$ cat src/rtl/pkt_rcv.sv
// Serial packet receiver: synchronizes sclk/load/sdi into clk, shifts a 16-bit
// frame MSB first and reports good (pvld) or malformed (err) frames on load rise.
//   state | meaning
//   IDL   | waiting for a load falling edge; sclk ignored
//   SHF   | shifting bits on sclk rising edges until load rises
module pkt_rcv #(
  parameter int SYNC_N = 2
) (
  input  logic        clk,
  input  logic        rst,
  input  logic        sclk,
  input  logic        load,
  input  logic        sdi,
  output logic [15:0] pkt,
  output logic        pvld,
  output logic        err,
  output logic        busy,
  output logic [7:0]  pcnt
);

  typedef enum logic {IDL = 1'b0, SHF = 1'b1} state_t;

  localparam logic [2:0] FLUSH_N = 3'(SYNC_N);
  localparam logic [4:0] CNT_MAX = 5'd17;
  localparam logic [4:0] CNT_PKT = 5'd16;

  state_t state, state_n;

  logic [SYNC_N-1:0] sclk_sync, load_sync, sdi_sync;
  logic              sclk_d, load_d;
  logic              sclk_s, load_s, sdi_s;
  logic [2:0]        flush_cnt;
  logic              armed;
  logic              sclk_rise, load_rise, load_fall;
  logic              enter_shf, latch, shift_en;
  logic [15:0]       shreg, sh_nxt;
  logic [4:0]        cnt, cnt_nxt;

  assign sclk_s = sclk_sync[SYNC_N-1];
  assign load_s = load_sync[SYNC_N-1];
  assign sdi_s  = sdi_sync[SYNC_N-1];

  always_ff @(posedge clk or posedge rst) begin
    if (rst) begin
      sclk_sync <= '0;
      load_sync <= '1;
      sdi_sync  <= '0;
      sclk_d    <= 1'b0;
      load_d    <= 1'b1;
    end else begin
      sclk_sync <= {sclk_sync[SYNC_N-2:0], sclk};
      load_sync <= {load_sync[SYNC_N-2:0], load};
      sdi_sync  <= {sdi_sync[SYNC_N-2:0], sdi};
      sclk_d    <= sclk_s;
      load_d    <= load_s;
    end
  end

  // The load chain resets high, so a low load at reset release would look like
  // a fall; only accept falls once real input has been seen high.
  always_ff @(posedge clk or posedge rst) begin
    if (rst) begin
      flush_cnt <= '0;
      armed     <= 1'b0;
    end else begin
      if (flush_cnt != FLUSH_N) flush_cnt <= flush_cnt + 3'd1;
      if (flush_cnt == FLUSH_N && load_s) armed <= 1'b1;
    end
  end

  assign sclk_rise = sclk_s & ~sclk_d;
  assign load_rise = load_s & ~load_d;
  assign load_fall = armed & load_d & ~load_s;

  always_ff @(posedge clk or posedge rst) begin
    if (rst) state <= IDL;
    else     state <= state_n;
  end

  always_comb begin
    state_n = state;
    case (state)
      IDL:     if (load_fall) state_n = SHF;
      SHF:     if (load_rise) state_n = IDL;
      default: state_n = IDL;
    endcase
  end

  always_comb begin
    busy      = (state == SHF);
    enter_shf = (state == IDL) && load_fall;
    latch     = (state == SHF) && load_rise;
    shift_en  = (state == SHF) && sclk_rise;
  end

  // A bit arriving in the same cycle as load rise is counted before the check.
  assign sh_nxt  = shift_en ? {shreg[14:0], sdi_s} : shreg;
  assign cnt_nxt = (shift_en && cnt != CNT_MAX) ? cnt + 5'd1 : cnt;

  always_ff @(posedge clk or posedge rst) begin
    if (rst) begin
      shreg <= '0;
      cnt   <= '0;
      pkt   <= '0;
      pcnt  <= '0;
      pvld  <= 1'b0;
      err   <= 1'b0;
    end else begin
      pvld <= 1'b0;
      err  <= 1'b0;
      if (enter_shf) begin
        shreg <= '0;
        cnt   <= '0;
      end else begin
        shreg <= sh_nxt;
        cnt   <= cnt_nxt;
      end
      if (latch) begin
        if (cnt_nxt == CNT_PKT) begin
          pkt  <= sh_nxt;
          pvld <= 1'b1;
          pcnt <= pcnt + 8'd1;
        end else begin
          err <= 1'b1;
        end
      end
    end
  end

endmodule

$ cat config.mk
export PLATFORM = sky130hd
export DESIGN_NAME = pkt_rcv
export DESIGN_NICKNAME = d
export VERILOG_FILES = /design/src/rtl/pkt_rcv.sv
export SDC_FILE = /design/constraint.sdc
export NUM_CORES = 1
export LEC_CHECK = 0
export BUFFER_PORTS_ARGS = -buffer_cell sky130_fd_sc_hd__buf_4
export CAP_MARGIN = 20
export CORE_MARGIN = 2
export CORE_UTILIZATION = 47
export CTS_CLUSTER_SIZE = 12
export DETAILED_ROUTE_END_ITERATION = 6
export PLACE_DENSITY = 0.67
export SKIP_LAST_GASP = 1
export SYNTH_ARGS = -nofsm -noshare
export SYNTH_HDL_FRONTEND = slang
export SYNTH_SLANG_ARGS = --single-unit
$ cat constraint.sdc
create_clock -name clk -period 4.18 [get_ports clk]
set_clock_uncertainty 0.05 [all_clocks]
set_input_delay 0.836 -clock clk [delete_from_list [all_inputs] [get_ports clk]]
set_output_delay 0.836 -clock clk [all_outputs]
set_load 0.005 [all_outputs]
### Yosys cells after proc, flatten, opt, wreduce, memory -nomap -nowiden

Cells that the tools add are included.

| storage, ports and cells | value |
|---|---|
| flip-flop bits (word level) | 60 |
| latch bits | 0 |
| RAM bits | 0 |
| ROM bits | 0 |
| bits of input ports | 5 |
| output and inout bits | 27 |
| logic and storage cells | 46 |
| memories | 0 |

| operators by class | value |
|---|---|
| $add $sub $neg | 3 |
| $mul | 0 |
| div/mod/pow operators | 0 |
| $lt $le $gt $ge | 0 |
| equality and inequality tests | 4 |
| shift operators | 0 |
| muxes and demuxes | 11 |
| bitwise gates (word level) | 8 |
| reduce and logical (&&, ||, !) cells | 6 |

Operators by type and width:

| operator | number |
|---|---|
| $mux 16 | 2 |
| $mux 5 | 2 |
| $add 8x1->8 const B | 1 |
| $mux 1 | 6 |
| $add 5x1->5 const B | 1 |
| $eq 5x5->1 const B | 1 |
| $logic_and 1x1->1 | 5 |
| $ne 5x5->1 const B | 1 |
| $and 1x1->1 | 4 |
| $not 1->1 | 4 |
| $add 3x1->3 const B | 1 |
| $eq 3x2->1 const B | 1 |
| $ne 3x2->1 const B | 1 |
| $pmux 1 s2 | 1 |
| $reduce_and 2->1 | 1 |

### Logic depth before layout (Yosys ltp)

Gate-level depths: netlist of the first run.

| depth | value |
|---|---|
| depth after elaboration | 8 |
| depth in mapped cells | 9 |
| gate-level depth less buffers | 7 |

### Worst setup path before layout of the first run

Ideal clock, no wire load.

| timing path | value |
|---|---|
| kind | register to register |
| start point | reg cnt[0] |
| end point | reg pcnt[1] |
| library setup time | 0.125 ns |
| arrival time | 1.988 ns |
| required time | 4.005 ns |
| path slack | 2.017 ns |
| stages on the path, launching flop included | 8 |
| clock period less this slack | 2.163 ns |
| cell sequence | dfrtp_1 ha_1 nand3_1 or3_1 a222oi_1 buf_4 nand2_4 mux2_4 |

| on the way | value |
|---|---|
| longest elaborated chain between the ends | 5 |
| elaborated cells on any way between the ends | 6 |

RTL lines:

| what | line | RTL |
|---|---|---|
| from (decl) | 37 | `logic [4:0] cnt, cnt_nxt;` |
| from (signal assigned) | 116 | `cnt <= cnt_nxt;` |
| branches (longest 2 deep; another with $add 5x1->5) | - |  |
| $mux 5 (*) | 98 | `assign cnt_nxt = (shift_en && cnt != CNT_MAX) ? cnt + 5'd1 : cnt;` |
| $eq 5x5->1 (*) | 119 | `if (cnt_nxt == CNT_PKT) begin` |
| $reduce_and 2->1 (no source line) (*) | - |  |
| to (signal assigned) | 122 | `pcnt <= pcnt + 8'd1;` |
| to (decl) | 18 | `output logic [7:0] pcnt` |

Every way passes the cells marked *.
A chain may end at the register's enable or synchronous reset.

### Worst setup path after layout of the first run

| timing path | value |
|---|---|
| start point | reg state (netlist: busy) |
| end point | reg pcnt[1] |

| on the way | value |
|---|---|
| longest elaborated chain between the ends | 5 |
| elaborated cells on any way between the ends | 6 |

RTL lines:

| what | line | RTL |
|---|---|---|
| from (decl) | 27 | `state_t state, state_n;` |
| from (signal assigned) | 77 | `else state <= state_n;` |
| $logic_and 1x1->1 | 93 | `shift_en = (state == SHF) && sclk_rise;` |
| $logic_and 1x1->1 | 98 |  |
| $mux 5 | 98 |  |
| $eq 5x5->1 | 119 |  |
| $reduce_and 2->1 (no source line) (*) | - |  |

Every way passes the cells marked *; elsewhere a longest branch is shown, timed or not.

==> results.toml, run 1 <==
[worst_setup_path]
slowest_stage = "and3b_1"
cp.arrival_ns = 3.36
crit_chain = "and3b_1 > o2111ai_1 > a222oi_1 > buf_4 > nand2_4 > mux2_4"
r2r-end = "pcnt[1]"
reg2regPathDepth = 6
r2r_start = "busy"
cp_num_cells = 6
critical_path_class = "register to register"
cp_max_fo = 22
start_kind = "register"
end_kind = "register"
worst-path-buf-inv = 1
worst_ep_required_time_ns = 4.35
r2r_slack_ns = 0.99
crit_family = "simple AND/OR/NAND/NOR gates"
slowest_delay_ns = 0.87

[logic_synthesis]
yosysSeqAreaShare_pct = 60.4
synthCells = 208
ys_types = 37
ys_ff_latch = 60
yosys_warnings = 0
synthesis.nets = 218
syn-mean-instance-area_um2 = 12.0
syn-cell-area_um2 = 2490

[clock_tree]
max-clock-path-buffers = 2
clock_sinks = 60
cts_setup_buffers = 0
cts-root-buf = "clkbuf_8"
clkLatencyLatePin_ns = 0.33
htreeDepth = 3
cts.reportedPaths.clkPinSlew_ns = 0.06
hold_buffers = 0
cts_made_buffers = 9
cts_resized = 0
cts_tree = "yes"

[floorplanning]
num_rows = 26
die_area_um2 = 5900
die_x_um = 76.8
num_io_pins = 32
start_util_pct = 48.8
fp.dieH_um = 76.8
core_area_um2 = 5110

[min_path]
whs_path_depth = 0
hold_path_end = "sclk_sync[1]"
hold_path.class = "register to register"
hp-start = "sclk_sync[0]"

[routing]
drc = 0
ant_nets = 0
vias_per_cell = 5.12
drt_pre_antenna_iters = 4
routed_wl_mm = 4.35
vias = 1639
wire_per_inst_um = 13.6
drt_iter0_drc = 44

[grt]
gr-usage-all-layers_pct = 16.4
grt_max_degree = 49
grt_pass1_vias = 1590
grt_pass1_wl_mm = 7.64
antenna_found_initial = 0
grt-ovfl-total = 0

[power]
peakVddDrop_mv = 0.303
leakage_nw = 1.50
p_per_area_nw_per_um2 = 401

[sta]
drv_slew = 0
tightest_slew_ns = 0.999
hold_slack_ns = 0.296
max_slew_margin_pct = 33.4
setup_tns_ns = 0
period_needed_ns = 3.19
hold_viol = 0
rsz0062_at_grt = "false"
fmax_ghz = 0.314
setup_violations = 0
post-route-period-util_pct = 76.3

[finish]
final_area_um2 = 2980
antennaDiodeCount = 0
final_common_cell = "dfrtp_1"
syn2layout_area_growth_pct = 19.5
final_util_pct = 58.3
final_net_count = 255
final_cell_mix = "dfrtp_1, buf_4, nor2_1, a21oi_1, mux2i_1"
final_layout_size_suffix_gt1_share_pct = 24.4

[job]
maxCapViolCount = 0

[placed_design]
gp_congestion = 0.819
post-dp-hpwl_mm = 2.82
io_buffers = 31
post_dp_cell_area_um2 = 2800

[run_status]
outcome = "finished clean"
[cell type report]
class / instances / area [um2]
clock inverter: 2 / 10.0
tap: 70 / 87.6
inverter: 6 / 22.5
multi-input combinational: 131 / 911
clock buffer: 14 / 153
timing repair buffer: 37 / 290
sequential: 60 / 1510
fill: 447 / 2130
[how the worst max path moves through the flow]
stage                   end  slack, ns  startpoint
floorplan             armed       1.81         rst
global placement    pkt[13]       1.12        busy
detailed placement  pkt[13]       0.99        busy
CTS                 pcnt[1]       0.98        busy
global route         pkt[7]       0.68        busy
finish              pcnt[1]       0.99        busy
[routing by layer]
layer | global-route usage (%) | vias up | wire [um]
met5 | 0 | - | 0
met4 | 4.36 | 0 | 51
met3 | 6.47 | 6 | 213
met2 | 26.1 | 35 | 2070
met1 | 21.0 | 792 | 2010
li1 | - | 806 | -
[logic make-up after synthesis]
| kind of cell | Yosys count | synth area share [%] |
|---|---|---|
| buf+inv | 17 | 3.31 |
| mux | 19 | 8.48 |
| fa+ha+maj | 5 | 2.51 |
| compound gates | 40 | 9.89 |
| flops | 60 | 60.4 |
| simple gates | 57 | 11.9 |
| xor+xnor | 10 | 3.51 |
[sequential cells by signal (all words and copies together) (netlist names)]
register,cells
cnt,5
flush_cnt,3
sclk_sync,2
busy,1
load_sync,2
pvld,1
pcnt,8
sclk_d,1
armed,1
shreg,16
pkt,16
sdi_sync,2
load_d,1
err,1
[power breakdown]
group	total, mW	leakage [nW]	internal [mW]	switching [mW]
combinational	0.106	0.623	0.0473	0.0584
sequential	0.648	0.797	0.610	0.0383
clock	0.441	0.0844	0.230	0.211
total	1.19	1.50	0.887	0.307
[per-stage QoR]
stage | std cells | total power, mW | worst slack, ns
3_5_place_dp | 303 | 0.762 | 0.988
4_1_cts | 319 | 1.20 | 0.975
2_1_floorplan | 208 | 0.729 | 1.81
6_report | 320 | 1.19 | 0.992
5_1_grt | 320 | 1.26 | 0.676
3_3_place_gp | 303 | 0.757 | 1.12
[cell usage after synthesis]
library cell,number,area [um2]
o2111ai_1,1,8.76
and4_1,1,8.76
a211oi_1,1,7.51
nand3_1,4,20.0
and2_1,2,12.5
mux2i_1,14,140
nor2b_1,2,12.5
a211o_1,1,8.76
a222oi_1,1,10.0
mux2_2,1,11.3
a311o_1,1,10.0
nand2_1,13,48.8
dfrtp_1,57,1430
nand4_1,5,31.3
nand2_4,1,11.3
ha_1,5,62.6
o21a_1,3,22.5
a21o_1,1,7.51
o21ai_0,2,10.0
nor3b_1,1,7.51
nor3_1,1,5.00
mux2_4,4,60.1
or3_1,1,6.26
and3b_1,1,8.76
a31oi_1,13,81.3
xor2_1,1,8.76
buf_4,4,30.0
and3_1,3,18.8
clkbuf_1,4,15.0
a21oi_1,16,80.1
buf_2,3,15.0
nand3b_4,1,20.0
xnor2_1,9,78.8
nand4bb_1,1,11.3
nor2_1,20,75.1
dfstp_2,3,78.8
inv_1,6,22.5
(Power assumes the default switching activity.)
==> run 2: changes to the inputs <==
PLACE_DENSITY = 0.7   (was 0.67)
clock period = 2.59 ns   (was 4.18 ns; I/O delays follow)
==> results.toml, run 2 (synthesized netlist as in run 1, its figures left out) <==
[run_status]
outcome = "finished clean"

[clock_tree]
max-clock-path-buffers = 2
cts_tree = "yes"
cts_made_buffers = 9
cts.reportedPaths.clkPinSlew_ns = 0.07
cts-root-buf = "clkbuf_8"
clock_sinks = 60
clkLatencyLatePin_ns = 0.33
htreeDepth = 3

[sta]
setup_violations = 0
postLayoutSetupSlackWorst_ns = 0.176
max_slew_margin_pct = 66.6
fmax_ghz = 0.414
drv_slew = 0
tightest_slew_ns = 0.498
period_needed_ns = 2.41
post-route-period-util_pct = 93.2
hold_viol = 0

[worst_setup_path]
slowest_delay_ns = 0.48
crit_chain = "ha_1 > nand4bb_1 > a211o_1 > a222oi_1 > buf_4 > nand2_4 > mux2_4"
critical_path_class = "register to register"
r2r-end = "pcnt[1]"
worst_ep_required_time_ns = 2.76
end_kind = "register"
cp_max_fo = 8
cp.arrival_ns = 2.58
crit_family = "compound AO/OA/AOI/OAI gates"
r2r_slack_ns = 0.18
cp_num_cells = 7
r2r_start = "cnt[0]"
worst-path-buf-inv = 1
reg2regPathDepth = 7
slowest_stage = "dfrtp_1"
start_kind = "register"

[routing]
vias = 1682
drc = 0
wire_per_inst_um = 13.5
drt_iter0_drc = 88
vias_per_cell = 5.18
ant_nets = 0
drt_pre_antenna_iters = 4
routed_wl_mm = 4.39

[min_path]
hp-start = "load"
whs_path_depth = 1
hold_path_end = "load_sync[0]"
hold_path.class = "input port to register"

[grt]
grt_pass1_vias = 1618
grt_max_degree = 31
grt-ovfl-total = 0
gr-usage-all-layers_pct = 16.0
grt_pass1_wl_mm = 7.48
antenna_found_initial = 0

[placed_design]
io_buffers = 31
gp_congestion = 0.820
post-dp-hpwl_mm = 2.91
dp_slack_ns = 0.209

[power]
p_per_area_nw_per_um2 = 682
finalPower_mw = 2.08
leakage_nw = 1.54
peakVddDrop_mv = 0.411

[finish]
antennaDiodeCount = 0
reg_top3 = "pkt: 16 flops, shreg: 16 flops, pcnt: 8 flops"
nFillCells = 426
final_layout_size_suffix_gt1_share_pct = 25.9
final_net_count = 260
final_util_pct = 59.7
final_common_cell = "dfrtp_1"
syn2layout_area_growth_pct = 22.3
final_cell_mix = "dfrtp_1, buf_4, nor2_1, a21oi_1, mux2i_1"

[job]
maxCapViolCount = 0

[floorplanning]
die_area_um2 = 5900
die_x_um = 76.8
num_io_pins = 32
core_area_um2 = 5110
start_util_pct = 48.8
num_rows = 26
fp.dieH_um = 76.8
[run 2: cell count changes in the layout (fill, tap and decap cells not counted), sizes merged]
| cell | before | now |
|---|---|---|
| buf | 37 | 41 |
| bufinv | 0 | 1 |
| clkinv | 2 | 0 |
| clkbuf | 14 | 15 |
| dlygate4sd3 | 0 | 1 |
[run 2: where the power goes]
group	switching (mW)	leakage (nW)	internal [mW]
registers	0.0540	0.797	0.984
clock network	0.340	0.104	0.525
logic	0.0984	0.643	0.0781
total	0.492	1.54	1.59
[run 2: cell type report]
| type | instances | area (um2) | area share, % |
|---|---|---|---|
| sequential | 60 | 1510 | 49.3 |
| multi-input combinational | 131 | 911 | 29.9 |
| timing repair buffer | 42 | 318 | 10.4 |
| clock buffer | 15 | 176 | 5.78 |
| tap | 70 | 87.6 | 2.87 |
| clock inverter | 1 | 30.0 | 0.984 |
| inverter | 6 | 22.5 | 0.738 |
[run 2: stage by stage]
step                      instance area (um2)  hold slack, ns  setup TNS, ns  std cells
after CTS                                3040           0.230              0        324
after floorplan                          2490           0.281              0        208
after detailed placement                 2830           0.287              0        307
after global placement                   2830           0.283              0        307
final                                    3050           0.242              0        325
after global routing                     3050           0.226        -0.0135        325
[run 2: how the worst max path moves through the flow]
stage | startpoint | endpoint
floorplan | cnt[0] | pcnt[1]
global placement | cnt[0] | pkt[13]
detailed placement | cnt[0] | pcnt[1]
CTS | cnt[0] | pcnt[1]
global route | cnt[0] | pkt[6]
finish | cnt[0] | pcnt[1]
[run 2: routing by layer]
metal / part of all wire [%] / GRT usage, %
met1: 47 / 20.3
met5: 0 / 0
met2: 47 / 25.7
met4: 1.5 / 8.18
met3: 4.6 / 3.76
[run 2: repair_timing]
item,4_1_cts,5_1_grt
hold endpoints to repair,1,0
gates resized for setup,0,0
hold buffers,1,0
setup endpoints to repair,0,6
buffers inserted,0,1
